`config.mk`:
```
export PLATFORM = sky130hd
export DESIGN_NAME = keccak_stream_absorber
export DESIGN_NICKNAME = d
export VERILOG_FILES = /design/src/rtl/keccak_stream_absorber.sv
export SDC_FILE = /design/constraint.sdc
export NUM_CORES = 2
export LEC_CHECK = 0
export BUFFER_PORTS_ARGS = -buffer_cell sky130_fd_sc_hd__buf_2
export CORE_AREA = 2 2 642 644
export DETAILED_ROUTE_END_ITERATION = 10
export DIE_AREA = 0 0 644 646
export GPL_TIMING_DRIVEN = 0
export PLACE_DENSITY_LB_ADDON = 0.08
export SLEW_MARGIN = 0
export SYNTH_ARGS = -nofsm -noshare
export SYNTH_HDL_FRONTEND = slang
export SYNTH_SLANG_ARGS = --single-unit
```
`constraint.sdc`:
```
create_clock -name clk -period 5.1 [get_ports clk]
set_input_delay 1.02 -clock clk [delete_from_list [all_inputs] [get_ports clk]]
set_output_delay 1.02 -clock clk [all_outputs]
set_load 0.02 [all_outputs]
```
`src/rtl/keccak_stream_absorber.sv`:
```
// keccak_stream_absorber
// SHA3-512 sponge front-end. Collects 32-bit words from the HMAC controller's
// block-streaming port into a 576-bit rate buffer. Applies SHA3 padding on the
// final block and hands each block to the Keccak-f core. Captures the digest
// that the core returns.
//
// Ports
//   clk, reset (sync, active-low)
//   mode_block, start_block, words_in_block : block open request
//   block_word, block_word_valid, block_last : word stream
//   busy, buffer_full                        : flow control to the controller
//   perm_start/perm_block/perm_first/perm_final, perm_ready/perm_done/perm_digest
//                                            : permutation core handshake
//   hash_out, hash_ready                     : digest result
//
// Optional: define KECCAK_STREAM_ERR_CHK_EN to add the err_sticky output.
//
// state        | meaning
// S_IDLE       | waiting for start_block in streaming mode
// S_FILL       | block open, accepting words
// S_ISSUE      | block closed, waiting for perm_ready to launch it
// S_PERM_WAIT  | permutation running, waiting for perm_done
// S_PAD        | padding-only block after a full (18-word) final block
// S_DIGEST     | one-cycle hash_ready, message closed

module keccak_stream_absorber #(
    parameter int RATE_WORDS  = 18,
    parameter int DIGEST_BITS = 512
) (
    input  logic                     clk,
    input  logic                     reset,
    input  logic                     mode_block,
    input  logic                     start_block,
    input  logic [5:0]               words_in_block,
    input  logic [31:0]              block_word,
    input  logic                     block_word_valid,
    input  logic                     block_last,
    output logic                     busy,
    output logic                     buffer_full,
    output logic                     perm_start,
    output logic [32*RATE_WORDS-1:0] perm_block,
    output logic                     perm_first,
    output logic                     perm_final,
    input  logic                     perm_ready,
    input  logic                     perm_done,
    input  logic [DIGEST_BITS-1:0]   perm_digest,
    output logic [DIGEST_BITS-1:0]   hash_out,
    output logic                     hash_ready
`ifdef KECCAK_STREAM_ERR_CHK_EN
    ,
    output logic                     err_sticky
`endif
);

    localparam int RB = 32 * RATE_WORDS;
    localparam int CW = $clog2(RATE_WORDS + 1);
    localparam logic [CW-1:0] FULL_CNT = CW'(RATE_WORDS);

    typedef enum logic [2:0] {
        S_IDLE, S_FILL, S_ISSUE, S_PERM_WAIT, S_PAD, S_DIGEST
    } state_t;

    state_t                 state_q, state_d;
    logic [CW-1:0]          limit_q, limit_d;
    logic [CW-1:0]          count_q, count_d;
    logic [RB-1:0]          rate_q, rate_d;
    logic                   last_seen_q, last_seen_d;
    logic                   msg_open_q, msg_open_d;
    logic                   perm_start_q, perm_start_d;
    logic [RB-1:0]          perm_block_q, perm_block_d;
    logic                   perm_first_q, perm_first_d;
    logic                   perm_final_q, perm_final_d;
    logic [DIGEST_BITS-1:0] hash_out_q, hash_out_d;
    logic                   hash_ready_q, hash_ready_d;

    // SHA3 pad10*1 with domain bits: 0x06 right after the n data words,
    // 0x80 in the last byte of the rate. Both may hit the same word.
    function automatic logic [RB-1:0] pad_block(input logic [RB-1:0] blk,
                                                input logic [CW-1:0] n);
        logic [RB-1:0] p;
        p = blk;
        for (int i = 0; i < RATE_WORDS; i++) begin
            if (n == CW'(i)) p[32*i +: 8] = p[32*i +: 8] | 8'h06;
        end
        p[RB-1 -: 8] = p[RB-1 -: 8] | 8'h80;
        return p;
    endfunction

    always_comb begin
        state_d      = state_q;
        limit_d      = limit_q;
        count_d      = count_q;
        rate_d       = rate_q;
        last_seen_d  = last_seen_q;
        msg_open_d   = msg_open_q;
        perm_start_d = 1'b0;
        perm_block_d = perm_block_q;
        perm_first_d = perm_first_q;
        perm_final_d = perm_final_q;
        hash_out_d   = hash_out_q;
        hash_ready_d = 1'b0;
        busy         = 1'b0;
        buffer_full  = 1'b1;

        case (state_q)
            S_IDLE: begin
                buffer_full = 1'b0;
                if (start_block && mode_block) begin
                    limit_d = (words_in_block == 6'd0 || int'(words_in_block) > RATE_WORDS)
                              ? FULL_CNT : CW'(words_in_block);
                    count_d     = '0;
                    rate_d      = '0;
                    last_seen_d = 1'b0;
                    state_d     = S_FILL;
                end
            end
            S_FILL: begin
                busy        = 1'b1;
                buffer_full = (count_q == limit_q);
                if (block_word_valid && !buffer_full) begin
                    for (int i = 0; i < RATE_WORDS; i++) begin
                        if (count_q == CW'(i)) rate_d[32*i +: 32] = block_word;
                    end
                    count_d = count_q + 1'b1;
                    if ((count_q + 1'b1) == limit_q || block_last) begin
                        last_seen_d = block_last;
                        state_d     = S_ISSUE;
                    end
                end
            end
            S_ISSUE: begin
                if (perm_ready) begin
                    perm_start_d = 1'b1;
                    perm_block_d = (last_seen_q && count_q < FULL_CNT)
                                   ? pad_block(rate_q, count_q) : rate_q;
                    perm_first_d = !msg_open_q;
                    perm_final_d = last_seen_q && (count_q < FULL_CNT);
                    msg_open_d   = 1'b1;
                    state_d      = S_PERM_WAIT;
                end
            end
            S_PERM_WAIT: begin
                if (perm_done) begin
                    if (perm_final_q) begin
                        hash_out_d   = perm_digest;
                        hash_ready_d = 1'b1;
                        state_d      = S_DIGEST;
                    end else if (last_seen_q && count_q == FULL_CNT) begin
                        state_d = S_PAD;
                    end else begin
                        state_d = S_IDLE;
                    end
                end
            end
            S_PAD: begin
                if (perm_ready) begin
                    perm_start_d = 1'b1;
                    perm_block_d = pad_block('0, '0);
                    perm_first_d = 1'b0;
                    perm_final_d = 1'b1;
                    state_d      = S_PERM_WAIT;
                end
            end
            S_DIGEST: begin
                msg_open_d = 1'b0;
                state_d    = S_IDLE;
            end
            default: state_d = S_IDLE;
        endcase
    end

    always_ff @(posedge clk) begin
        if (!reset) begin
            state_q      <= S_IDLE;
            limit_q      <= '0;
            count_q      <= '0;
            rate_q       <= '0;
            last_seen_q  <= 1'b0;
            msg_open_q   <= 1'b0;
            perm_start_q <= 1'b0;
            perm_block_q <= '0;
            perm_first_q <= 1'b0;
            perm_final_q <= 1'b0;
            hash_out_q   <= '0;
            hash_ready_q <= 1'b0;
        end else begin
            state_q      <= state_d;
            limit_q      <= limit_d;
            count_q      <= count_d;
            rate_q       <= rate_d;
            last_seen_q  <= last_seen_d;
            msg_open_q   <= msg_open_d;
            perm_start_q <= perm_start_d;
            perm_block_q <= perm_block_d;
            perm_first_q <= perm_first_d;
            perm_final_q <= perm_final_d;
            hash_out_q   <= hash_out_d;
            hash_ready_q <= hash_ready_d;
        end
    end

    assign perm_start = perm_start_q;
    assign perm_block = perm_block_q;
    assign perm_first = perm_first_q;
    assign perm_final = perm_final_q;
    assign hash_out   = hash_out_q;
    assign hash_ready = hash_ready_q;

`ifdef KECCAK_STREAM_ERR_CHK_EN
    logic err_sticky_q, err_sticky_d;

    always_comb begin
        err_sticky_d = err_sticky_q
                     | (block_word_valid && !busy)
                     | (start_block && state_q != S_IDLE)
                     | (perm_done && state_q != S_PERM_WAIT);
    end

    always_ff @(posedge clk) begin
        if (!reset) err_sticky_q <= 1'b0;
        else        err_sticky_q <= err_sticky_d;
    end

    assign err_sticky = err_sticky_q;
`endif

endmodule

```
== Word-level counts from Yosys, hierarchy flattened ==
Index checks and enable logic that the tools add are counted.

* $lt $le $gt $ge: 2
* Equality and inequality tests: 50
* Multiplexer cells: 70
* Add/sub/neg operators: 1
* Reduce and logical (&&, ||, !) cells: 42

{| class="wikitable"
|+ Operators by type and width
! cell !! number
|-
| $mux W576 || 5
|-
| $pmux W576 S2 || 2
|-
| $mux W32 || 18
|-
| $reduce_and A4 Y1 || 19
|-
| $mux W3 || 25
|-
| $ne A2 B2 Y1 const B || 24
|-
| $eq A5 B4 Y1 const B || 8
|-
| $eq A5 B3 Y1 const B || 4
|-
| $eq A5 B5 Y1 const B || 3
|-
| $mux W5 || 3
|-
| $pmux W3 S4 || 1
|-
| $reduce_and A3 Y1 || 4
|-
| $eq A5 B2 Y1 const B || 2
|-
| $eq A5 B5 Y1 || 2
|-
| $mux W1 || 10
|-
| $pmux W1 S2 || 5
|-
| $pmux W5 S2 || 1
|-
| $eq A3 B2 Y1 const B || 2
|-
| $eq A3 B3 Y1 const B || 2
|-
| $gt A6 B5 Y1 const B || 1
|-
| $logic_not A6 Y1 || 1
|-
| $reduce_and A2 Y1 || 3
|-
| $reduce_bool A2 Y1 || 3
|-
| $add A5 B1 Y5 const B || 1
|-
| other kinds (11) || 16
|}

* Input bits: 558
* Register bits: 1,683
* Word-level logic and storage cells: 194

== Logic depth before layout (Yosys ltp) ==
* Depth after elaboration: 6
* Gate-level depth with buffers: 9
* Mapped depth without buffers: 8

== Worst setup path after synthesis ==
OpenSTA, ideal clock, no wires.

* Path kind: reg2out
* Start: register count_q[4]
* End: output port buffer_full
* Slack: 2,211 ps
* Arrival: 1,869 ps
* Required time: 4,080 ps
* Stages on the path, launching flop included: 7
* Cells stage by stage: dfxtp_1 -> buf_2 -> xor2_1 -> nor3_2 -> buf_4 -> nand3_1 -> a21oi_1

* Word-level cells in the longest chain between the ends: 2

{| class="wikitable"
|+ Ends and longest elaborated chain
! what !! RTL line !! RTL
|-
| start, declared || 65 || <nowiki>logic [CW-1:0] count_q, count_d;</nowiki>
|-
| start signal, assigned || 189 || <nowiki>count_q <= count_d;</nowiki>
|-
| $eq A5 B5 Y1 || 119 || <nowiki>buffer_full = (count_q == limit_q);</nowiki>
|-
| $pmux W1 S2 || 105 || <nowiki>case (state_q)</nowiki>
|-
| end, declared || 39 || <nowiki>output logic buffer_full,</nowiki>
|}

Every way passes these cells.

== Final worst setup path ==
Ends and elaborated chain as after synthesis.

==> run metrics <==
worst vdd ir=approximately 0.27 mV; htree depth=4; switching portion of total power=31.69%; cell area after layout=~0.082 mm²; Netlist cell types=55; main combinational cell family by area after synthesis=simple AND/OR/NAND/NOR gates; Slew Limit Fails=0; Hold/Removal Path Class=in2reg; multi-input logic area=around 0.022 mm²; warnings from Yosys=0; simple-gate area share of the yosys netlist=about 15%; Row Count=approximately 240; Lkg Pwr=roughly 34 nW; setup slack, reg-to-reg=1.16 ns; share of post-route cells with drive strength above 1=a little over a quarter; CTS tree=built; WHS Endpoint=hash_out[7]; Vias/cell=3.952; r2r worst-path depth=9; Psw=roughly 0.012 W; Initial Utilization=between 10% and 20%; CP endpoint kind=output pin; result of the run=finished clean; Pwr Density=around 450 mW/mm²; Sink Count=1683; Slew headroom=about 7.6%; Max-Cap Viols=0; Seq pwr share=37.7%; drt pass-1 iters=6; clk buf depth=4; Core Area=0.4087 mm²; Post-Synth Adder-Cell Area=less than 1%; CTS Buf Count=about 230; number of global-route vias before repair=around 54000; I/O pins=1652; number of antenna violations at the first check in global routing=~250; Avg Inst Size Synth=about 9.2 µm²; startpoint types=register; Final Skew=between 0.06 and 0.07 ns; Worst Max-Slew Pin Slew=approximately 1.4 ns; first-pass GRT wire length=just under 600 mm; Syn Nets=6956; 1st-iter DRT viols=about 3900; Mapped Cells=between 6000 and 7000; Yosys top cell area share=57.27%; Clock power frac=around 44%; RSZ-0062 raised after global routing=false; worst path required time=~4 ns; top_reg_cell synth=dfxtp_1; largest net degree at the start of global routing=18; Post-Synthesis Cell Area=between 0.05 and 0.06 mm²; Hold Path Stages=3; DRC viols=0; via count=roughly 56000; DIE AREA=0.4160 mm²; cts hold-fix bufs=0; Die X=~640 µm; PortBufs=~1700; Gate power share=18.2%; Pwr Total=0.03666 W; asr flop ratio synth=0%; reg2reg start=state_q[0]; die height=646 µm; EDFF count, synth=0; CP Launch Point=count_q[4]; crit path DAT=approximately 3.2 ns; gr usage total=a little over a fifth; post-CTS setup buffers=0; clock-pin slew on the worst setup and hold paths=0.06 ns; setup tns final=0 ns; dpl hpwl=around 390 mm; WL final=471.0 mm; fillcell total=around 46000; WL/cell=between 30 and 40 µm; CP max FO=10; Tmin final=about 4.2 ns; Area Overhead vs Synth=39.51%; fmax=about 0.24 GHz; dpl cell area=~0.074 mm²; root buf cell=clkbuf_16; #FFs+latches synth=1683; antenna-violating nets left=0; FF/Latch Area=between 0.03 and 0.04 mm²; Yosys top cell by area=dfxtp_1; largest cells by area after synthesis=dfxtp_1 (57%), mux2i_1 (9.3%), nor2_1 (7.1%), a22oi_1 (6.9%), nand2_1 (6.8%); Final nets=between 8000 and 9000; cell-internal power=between 0.02 and 0.03 W; register area share after synthesis=57.27%; Final Hold Fails=0; Final GP Congestion=roughly 1.0; # setup viols final=0; period utilisation layout=approximately 82%; cts repair resizes=0; post-synthesis compound-gate area fraction=13.50%; Skew-Pair Late Insertion Delay=0.94 ns; multiplexer share of the synthesized area=under 10%; capturing point of the worst reg2reg path=rate_q[67]; critical path class=reg2out; hold path start=perm_digest[7]; total gr overflow=0; XOR/XNOR Fraction of Synth Area=less than 1%
-- worst max-delay path, cell delays in order (launching register included) --
cell	delay (ns)
dfxtp_1	0.29
buf_2	0.18
xor2_1	0.20
nor3_2	0.54
buf_4	0.38
nand3_1	0.15
a21oi_1	0.16
buf_2	0.30
-- sequential cells by signal (all words and copies together), names as in the netlist --
name and count:
count_q 5, limit_q 5, state_q 3, perm_first 1, rate_q 576, perm_block 576
perm_final 1, last_seen_q 1, hash_ready 1, hash_out 512, msg_open_q 1, perm_start 1
-- final cells by class --
type | instances | share of cell area, %
inverters | 6 | 0.02744
diodes | 273 | 0.8324
flip-flops and latches | 1683 | 41.05
well taps | 5451 | 8.310
repair buffers | 1656 | 10.21
multi-input cells | 4120 | 27.39
plain buffers | 584 | 3.237
clock buffers | 348 | 8.106
clock inverters | 56 | 0.8400
-- logic make-up after synthesis --
family	Yosys count
and+or+nand+nor	2302
DFF	1683
AOI/OAI and AO/OA	1255
buffers and inverters	590
muxes	546
xor gates and xnor gates	12
adders and majority gates	5
-- synth_stat cells, types with 3 or more instances --
cell type and count:
a2bb2oi_1 4, dfxtp_1 1683, o21ai_0 66, buf_6 28, buf_4 17, nor3_1 5, buf_2 132, o221a_2 4
mux2i_1 546, clkbuf_1 385, inv_1 5, nand3_1 42, xor2_1 5, ha_1 5, and2_1 35, a211o_1 5
a31oi_1 19, a21oi_1 587, xnor2_1 7, a211oi_4 9, buf_1 21, nor2_1 1114, nand3b_1 3, nand2_1 1073
o211ai_2 3, and3_1 6, nand2b_1 3, a22oi_1 539, nor2b_1 11, a41o_1 4
-- stage by stage --
stage	cells	util [%]	setup slack, ns	hold WS [ns]
final	14180	20.08	0.9230	0.3028
after global routing	14130	20.05	0.7248	0.2436
after CTS	13900	19.91	0.7978	0.1986
after detailed placement	13500	18.12	0.2523	0.4431
after global placement	13500	18.08	-0.8416	0.4397
after floorplan	6393	-	2.211	0.4434
-- worst max-delay path by stage --
stage                   to  cells after the start
6_report       buffer_full                      7
5_1_grt        buffer_full                      7
4_1_cts        buffer_full                      7
3_5_place_dp   rate_q[352]                      6
3_3_place_gp   rate_q[255]                      6
2_1_floorplan  buffer_full                      6
-- power by group through the flow --
| stage | logic (W) | clock network (W) | registers [W] |
|---|---|---|---|
| floorplan | 0.00382 | 0 | 0.0140 |
| global placement | 0.00682 | 0 | 0.0141 |
| detailed placement | 0.00686 | 0 | 0.0141 |
| CTS | 0.00689 | 0.0168 | 0.0138 |
| global route | 0.00707 | 0.0173 | 0.0139 |
| finish | 0.00666 | 0.0162 | 0.0138 |
-- cell usage in the layout (no fill, tap or decap), types with 5 or more instances in the layout --
cell type | synthesis | final
buf_2 | 132 | 1785
dfxtp_1 | 1683 | 1683
nor2_1 | 1114 | 1114
nand2_1 | 1073 | 1073
a21oi_1 | 587 | 587
mux2i_1 | 546 | 546
a22oi_1 | 539 | 539
clkbuf_1 | 385 | 435
diode_2 | 0 | 273
clkbuf_16 | 0 | 225
o21ai_0 | 66 | 66
clkbuf_8 | 0 | 56
nand3_1 | 42 | 42
and2_1 | 35 | 35
buf_6 | 28 | 28
clkinv_2 | 0 | 27
a31oi_1 | 19 | 19
buf_1 | 21 | 19
clkbuf_2 | 1 | 18
buf_4 | 17 | 17
nor2b_1 | 11 | 11
bufinv_16 | 0 | 10
a211oi_4 | 9 | 9
xnor2_1 | 7 | 7
and3_1 | 6 | 6
inv_1 | 5 | 5
xor2_1 | 5 | 5
nor3_1 | 5 | 5
a211o_1 | 5 | 5
ha_1 | 5 | 5
clkinv_8 | 0 | 5
-- per-layer routing --
layer / global-route usage [%] / routed length [µm]
met1: 20.60 / 155600
met5: 0 / 289
met2: 41.86 / 250300
met4: 11.62 / 31590
met3: 6.252 / 33190
(Power assumes the default switching activity.)
